[config.mk]
export PLATFORM = sky130hd
export DESIGN_NAME = multicycle_controller
export DESIGN_NICKNAME = d
export VERILOG_FILES = /design/src/rtl/multicycle_controller.sv
export SDC_FILE = /design/constraint.sdc
export NUM_CORES = 1
export LEC_CHECK = 0
export BUFFER_PORTS_ARGS = -buffer_cell sky130_fd_sc_hd__buf_2
export CAP_MARGIN = 20
export CORE_ASPECT_RATIO = 1.25
export CORE_MARGIN = 2
export CORE_UTILIZATION = 49
export DETAILED_ROUTE_END_ITERATION = 8
export HOLD_SLACK_MARGIN = 0.15
export PLACE_DENSITY = 0.79
export RECOVER_POWER = 50
export SETUP_SLACK_MARGIN = 0.4
export SYNTH_ARGS = -nofsm -noshare
export SYNTH_HDL_FRONTEND = slang
export SYNTH_SLANG_ARGS = --single-unit
[constraint.sdc]
create_clock -name clk -period 2.9 [get_ports clk]
set_clock_uncertainty 0.2 [all_clocks]
set_input_delay 0.58 -clock clk [delete_from_list [all_inputs] [get_ports clk]]
set_output_delay 0.58 -clock clk [all_outputs]
set_load 0.02 [all_outputs]
[src/rtl/multicycle_controller.sv]
// rtl/multicycle_controller.sv - Moore FSM controller for the multi-cycle processor datapath
module multicycle_controller #(
  parameter int CNT_WIDTH = 16
) (
  input  logic                 clk,
  input  logic                 reset,
  input  logic [1:0]           Op,
  input  logic [5:0]           func,
  input  logic [3:0]           Cond,
  input  logic [3:0]           ALU_Flag,
  output logic                 PC_Write,
  output logic                 IR_Write,
  output logic                 Adr_Src,
  output logic                 Mem_Write,
  output logic                 Reg_Write,
  output logic [1:0]           Result_Src,
  output logic [1:0]           ALU_SrcA,
  output logic [1:0]           ALU_SrcB,
  output logic [2:0]           ALU_Control,
  output logic [3:0]           CPSR,
  output logic [3:0]           State,
  output logic [CNT_WIDTH-1:0] Instr_Count
);

  typedef enum logic [3:0] {
    FETCH    = 4'd0,
    DECODE   = 4'd1,
    MEMADR   = 4'd2,
    MEMREAD  = 4'd3,
    MEMWB    = 4'd4,
    MEMWRITE = 4'd5,
    EXECR    = 4'd6,
    EXECI    = 4'd7,
    ALUWB    = 4'd8,
    BRANCH   = 4'd9
  } state_t;

  localparam logic [3:0] CMD_AND = 4'b0000;
  localparam logic [3:0] CMD_SUB = 4'b0010;
  localparam logic [3:0] CMD_ADD = 4'b0100;
  localparam logic [3:0] CMD_CMP = 4'b1010;
  localparam logic [3:0] CMD_ORR = 4'b1100;
  localparam logic [3:0] CMD_MOV = 4'b1101;

  localparam logic [2:0] ALU_ADD = 3'b000;
  localparam logic [2:0] ALU_SUB = 3'b001;
  localparam logic [2:0] ALU_AND = 3'b010;
  localparam logic [2:0] ALU_ORR = 3'b011;
  localparam logic [2:0] ALU_MOV = 3'b100;

  state_t state_q;
  state_t state_d;

  logic [3:0] cmd;
  logic       imm_bit;
  logic       s_bit;
  logic       is_cmp;
  logic       cmd_valid;
  logic [2:0] cmd_alu;
  logic       cond_ex;
  logic       flag_n, flag_z, flag_c, flag_v;
  logic       in_exec;
  logic       retire;
  logic       cpsr_load;

  logic       pc_write_raw;
  logic       ir_write_raw;
  logic       mem_write_raw;
  logic       reg_write_raw;

  assign cmd     = func[4:1];
  assign imm_bit = func[5];
  assign s_bit   = func[0];
  assign is_cmp  = (cmd == CMD_CMP);

  assign {flag_n, flag_z, flag_c, flag_v} = CPSR;

  always_comb begin
    cmd_valid = 1'b1;
    cmd_alu   = ALU_ADD;
    case (cmd)
      CMD_ADD: cmd_alu = ALU_ADD;
      CMD_SUB: cmd_alu = ALU_SUB;
      CMD_CMP: cmd_alu = ALU_SUB;
      CMD_AND: cmd_alu = ALU_AND;
      CMD_ORR: cmd_alu = ALU_ORR;
      CMD_MOV: cmd_alu = ALU_MOV;
      default: cmd_valid = 1'b0;
    endcase
  end

  // Condition is judged against the registered flags, never the live ALU flags.
  always_comb begin
    cond_ex = 1'b0;
    case (Cond)
      4'b0000: cond_ex = flag_z;
      4'b0001: cond_ex = ~flag_z;
      4'b0010: cond_ex = flag_c;
      4'b0011: cond_ex = ~flag_c;
      4'b1010: cond_ex = (flag_n == flag_v);
      4'b1011: cond_ex = (flag_n != flag_v);
      4'b1100: cond_ex = ~flag_z & (flag_n == flag_v);
      4'b1101: cond_ex = flag_z | (flag_n != flag_v);
      4'b1110: cond_ex = 1'b1;
      default: cond_ex = 1'b0;
    endcase
  end

  always_comb begin
    state_d = FETCH;
    case (state_q)
      FETCH:  state_d = DECODE;
      DECODE: begin
        // Undefined cmd only matters for data-processing; elsewhere func holds offsets.
        if (!cond_ex)                         state_d = FETCH;
        else if (Op == 2'b11)                 state_d = FETCH;
        else if (Op == 2'b00 && !cmd_valid)   state_d = FETCH;
        else if (Op == 2'b01)                 state_d = MEMADR;
        else if (Op == 2'b00)                 state_d = imm_bit ? EXECI : EXECR;
        else                                  state_d = BRANCH;
      end
      MEMADR:   state_d = s_bit ? MEMREAD : MEMWRITE;
      MEMREAD:  state_d = MEMWB;
      MEMWB:    state_d = FETCH;
      MEMWRITE: state_d = FETCH;
      EXECR:    state_d = is_cmp ? FETCH : ALUWB;
      EXECI:    state_d = is_cmp ? FETCH : ALUWB;
      ALUWB:    state_d = FETCH;
      BRANCH:   state_d = FETCH;
      default:  state_d = FETCH;
    endcase
  end

  always_comb begin
    pc_write_raw  = 1'b0;
    ir_write_raw  = 1'b0;
    mem_write_raw = 1'b0;
    reg_write_raw = 1'b0;
    Adr_Src       = 1'b0;
    Result_Src    = 2'b00;
    ALU_SrcA      = 2'b00;
    ALU_SrcB      = 2'b00;
    ALU_Control   = ALU_ADD;
    case (state_q)
      FETCH: begin
        ir_write_raw = 1'b1;
        pc_write_raw = 1'b1;
        ALU_SrcA     = 2'b01;
        ALU_SrcB     = 2'b10;
        Result_Src   = 2'b10;
      end
      DECODE: begin
        ALU_SrcA   = 2'b01;
        ALU_SrcB   = 2'b10;
        Result_Src = 2'b10;
      end
      MEMADR: begin
        ALU_SrcA = 2'b00;
        ALU_SrcB = 2'b01;
      end
      MEMREAD: Adr_Src = 1'b1;
      MEMWB: begin
        Result_Src    = 2'b01;
        reg_write_raw = 1'b1;
      end
      MEMWRITE: begin
        Adr_Src       = 1'b1;
        mem_write_raw = 1'b1;
      end
      EXECR: ALU_Control = cmd_alu;
      EXECI: begin
        ALU_SrcB    = 2'b01;
        ALU_Control = cmd_alu;
      end
      ALUWB: reg_write_raw = 1'b1;
      BRANCH: begin
        ALU_SrcA     = 2'b10;
        ALU_SrcB     = 2'b01;
        Result_Src   = 2'b10;
        pc_write_raw = 1'b1;
      end
      default: ;
    endcase
  end

  // Architectural writes are suppressed for the whole time reset is held.
  assign PC_Write  = pc_write_raw  & ~reset;
  assign IR_Write  = ir_write_raw  & ~reset;
  assign Mem_Write = mem_write_raw & ~reset;
  assign Reg_Write = reg_write_raw & ~reset;

  assign in_exec   = (state_q == EXECR) || (state_q == EXECI);
  assign cpsr_load = in_exec && (s_bit || is_cmp);

  // Illegal codes 10-15 also fall to FETCH but never retire an instruction.
  always_comb begin
    retire = 1'b0;
    if (state_d == FETCH) begin
      case (state_q)
        DECODE, MEMWB, MEMWRITE, EXECR, EXECI, ALUWB, BRANCH: retire = 1'b1;
        default: retire = 1'b0;
      endcase
    end
  end

  always_ff @(posedge clk) begin
    if (reset) begin
      state_q     <= FETCH;
      CPSR        <= 4'b0000;
      Instr_Count <= '0;
    end else begin
      state_q <= state_d;
      if (cpsr_load) CPSR <= ALU_Flag;
      if (retire) Instr_Count <= Instr_Count + CNT_WIDTH'(1);
    end
  end

  assign State = state_q;

endmodule
==> impl_metrics.toml <==
[run_status]
run_status = "completed"

[critical_path]
reg2reg_slack_ps = 620
worst_setup_path_end_kind = "output port"
timing.rr.start = "CPSR[0]$_SDFFE_PP0P_"
worstSetupStartpointType = "flip-flop"
critPathKind = "flip-flop to output port"
critPathArrivalTime_ps = 1800
crit_fanout = 16
reg2reg_to = "Instr_Count[12]$_SDFFE_PP0P_"
timing.critical_path.required_ps = 2120
rr_worst_depth = 6

[finish]
post_route_cells_drive_above_1_share_pct = 21.2
mostFrequentLayoutCells = "sky130_fd_sc_hd__buf_2, sky130_fd_sc_hd__clkbuf_1, sky130_fd_sc_hd__dfxtp_1"
finalNonFillerCells = 277
fill_cells = 296
final_common_cell = "sky130_fd_sc_hd__buf_2"
final_core_utilization_pct = 61.7
area_growth_pct = 17.9
fin_nets = 261
insertedDiodeCount = 0

[routing]
avgViaCountPerCell = 5.84
first_pass_iters = 4
drc_errors = 0
wl_um = 3640
detail-route-antenna-nets = 0
drt-initial-drc-count = 55
post_drt_wl_per_cell_um = 13.1
vias = 1618

[power_and_ir_drop]
power_frac_clock_pct = 36.1
power_switching_mw = 0.183
power_report.internal_total_mw = 0.511
power_frac_seq_pct = 49.4
power_density_nw_per_um2 = 378
power.combinational.fraction_pct = 14.5
vdd.ir_drop.worst_uv = 254
static_power_due_to_leakage_nw = 0.717
sw_frac_of_total_pct = 26.3

[clocking]
root_driver = "sky130_fd_sc_hd__clkbuf_4"
inserted_clock_buffers = 3
clkSinkCount = 24
cts_hold_buf = 0
post-cts-setup-buffers = 0
tritoncts = "yes"
htree_levels = 1
worst_setup_hold_path_clk_slew_ps = 130
clock_path_buffers = 2
clock_insertion_delay_worst_skew_ps = 330

[synth]
synth.area.mux_share_pct = 3.22
synth.net_count = 208
synth_async_sr_flop_share_pct = 0
parity_gate_share_of_the_synthesized_area_counting_xor_and_xnor_cells_pct = 2.25
mappedNetlistArea_um2 = 1560
number_of_cells_produced_by_synthesis = 189
synth_seq_cells = 24
synth_edf_count = 0
post_synth_num_cell_types = 48
synth_flop_cell = "sky130_fd_sc_hd__dfxtp_1"
postSynthAreaPerCell_um2 = 8.24
yosysWarningCount = 0
synth_top_family_by_area = "simple AND/OR/NAND/NOR gates"
synth_adder_area_share_pct = 0.804
synth-compound-area-share_pct = 25.0
post_synth_and_or_nand_nor_area_fraction_pct = 30.8
synth-seq-area-share_pct = 30.9

[worst_hold_path]
hold_path_endpoint = "CPSR[1]$_SDFFE_PP0P_"
hold_start = "ALU_Flag[1]"
min-delay-path-class = "input port to flip-flop"
hold_depth = 3

[sta]
finalHoldViolCount = 0
slew_viol_final = 0
worst-slew-pin-transition_ps = 611
grt_setup_unrepaired = "yes"
min_period_ps = 2580
finalCritPeriodShare_pct = 89.1
max-slew-margin-rel_pct = 59.1
setup_total_negative_slack_ps = 0
fmaxAchievable_mhz = 387
final_setup_viols = 0

[grt]
groute.usage.overall_pct = 21.0
grt_start_max_net_pins = 26
initial_antenna_violation_count = 0
grt_first_pass_wirelength_um = 5600
globalRouteOverflowTotal = 0
via_count_of_the_first_global_routing_pass = 1347

[floorplan]
initial_utilization_pct = 52.4
core_area_um2 = 2970
die_height_um = 67.0
total_die_area_um2 = 3650
num_io_pins = 56
width_of_the_die_um = 54.4
num_rows = 22

[flow_run]
maxcap_violations = 0

[placement]
port_buffers = 55
global_placer_s_final_weighted_congestion = 0.843
place.detailed.instances = 273
hpwlAfterDp_um = 2760
cell families after synthesis:
kind of cell	count (synthesis)
flip-flops	24
multiplexers	5
adder cells (fa/ha/maj)	1
XOR/XNOR	4
buffers and inverters	17
AO/OA/AOI/OAI	57
AND/OR/NAND/NOR	81
power groups by stage:
stage	sequential [mW]	combinational, mW	clock (mW)
2_1_floorplan	0.354	0.0665	0
3_3_place_gp	0.350	0.101	0
3_5_place_dp	0.350	0.103	0
4_1_cts	0.343	0.103	0.257
5_1_grt	0.344	0.112	0.270
6_report	0.343	0.101	0.250
synthesized netlist by cell type (all sizes together) (4+ instances only):
| library cell | instances | area (um^2) |
|---|---|---|
| clkbuf | 5 | 48.8 |
| nand2 | 11 | 41.3 |
| nor2 | 11 | 43.8 |
| o21a | 4 | 30.0 |
| nand3 | 4 | 20.0 |
| or4 | 5 | 37.5 |
| o21ai | 10 | 50.1 |
| nand4 | 7 | 43.8 |
| a21oi | 15 | 75.1 |
| mux2i | 5 | 50.1 |
| dfxtp | 24 | 480 |
| inv | 9 | 33.8 |
| a31o | 4 | 35.0 |
| nor4 | 5 | 31.3 |
| or3 | 9 | 66.3 |
| nor3 | 11 | 55.1 |
| o211ai | 4 | 30.0 |
| o31ai | 7 | 52.6 |
| o31a | 4 | 35.0 |
worst max-delay path, cell delays in order, from the launching register on:
cell and delay (ps):
sky130_fd_sc_hd__dfxtp_1 670, sky130_fd_sc_hd__or2b_2 380, sky130_fd_sc_hd__o31ai_1 210, sky130_fd_sc_hd__buf_2 210
worst max-delay path by stage:
| stage | cells past startpoint | slack, ps | from | to |
|---|---|---|---|---|
| 3_5_place_dp | 7 | 280 | func[3] | Instr_Count[12]$_SDFFE_PP0P_ |
| 6_report | 3 | 320 | State[1]$_SDFF_PP0_ | ALU_SrcB[0] |
| 5_1_grt | 3 | 210 | State[1]$_SDFF_PP0_ | ALU_SrcB[0] |
| 4_1_cts | 4 | 430 | State[0]$_SDFF_PP0_ | Result_Src[1] |
| 2_1_floorplan | 4 | 420 | State[2]$_SDFF_PP0_ | PC_Write |
| 3_3_place_gp | 7 | 320 | func[3] | Instr_Count[12]$_SDFFE_PP0P_ |
layout make-up:
type / count / area [um^2] / share of cell area (%)
Clock buffer: 3 / 22.5 / 1.23
Clock inverter: 1 / 30.0 / 1.64
Inverter: 9 / 33.8 / 1.84
Multi-Input combinational cell: 148 / 968 / 52.8
Sequential cell: 24 / 484 / 26.4
Tap cell: 36 / 45.0 / 2.45
Timing Repair Buffer: 56 / 251 / 13.7
sequential cells by signal (all words and copies together), names as in the netlist:
name,count
CPSR,4
State,4
Instr_Count,16
metrics by stage:
stage          setup slack [ps]  area [um^2]  hold WS (ps)  power [mW]
3_3_place_gp                319         1810           277       0.452
4_1_cts                     432         1860           268       0.704
3_5_place_dp                279         1810           281       0.453
5_1_grt                     213         1840           280       0.726
2_1_floorplan               421         1560           357       0.420
6_report                    318         1840           270       0.694
layer usage:
| metal | share of wire, % | track usage, % | vias up | routed length, um |
|---|---|---|---|---|
| li1 | - | - | 824 | - |
| met1 | 44 | 23.7 | 734 | 1620 |
| met2 | 48 | 37.3 | 53 | 1750 |
| met3 | 5.4 | 2.47 | 7 | 198 |
| met4 | 2.1 | 10.3 | 0 | 77 |
| met5 | 0 | 0 | - | 0 |
repair_timing:
item	4_1_cts	5_1_grt
hold endpoints to repair	0	0
gates resized for setup	2	3
gates cloned	0	0
setup endpoints to repair	5	6
Note: power is estimated with default switching activity, not from simulation.
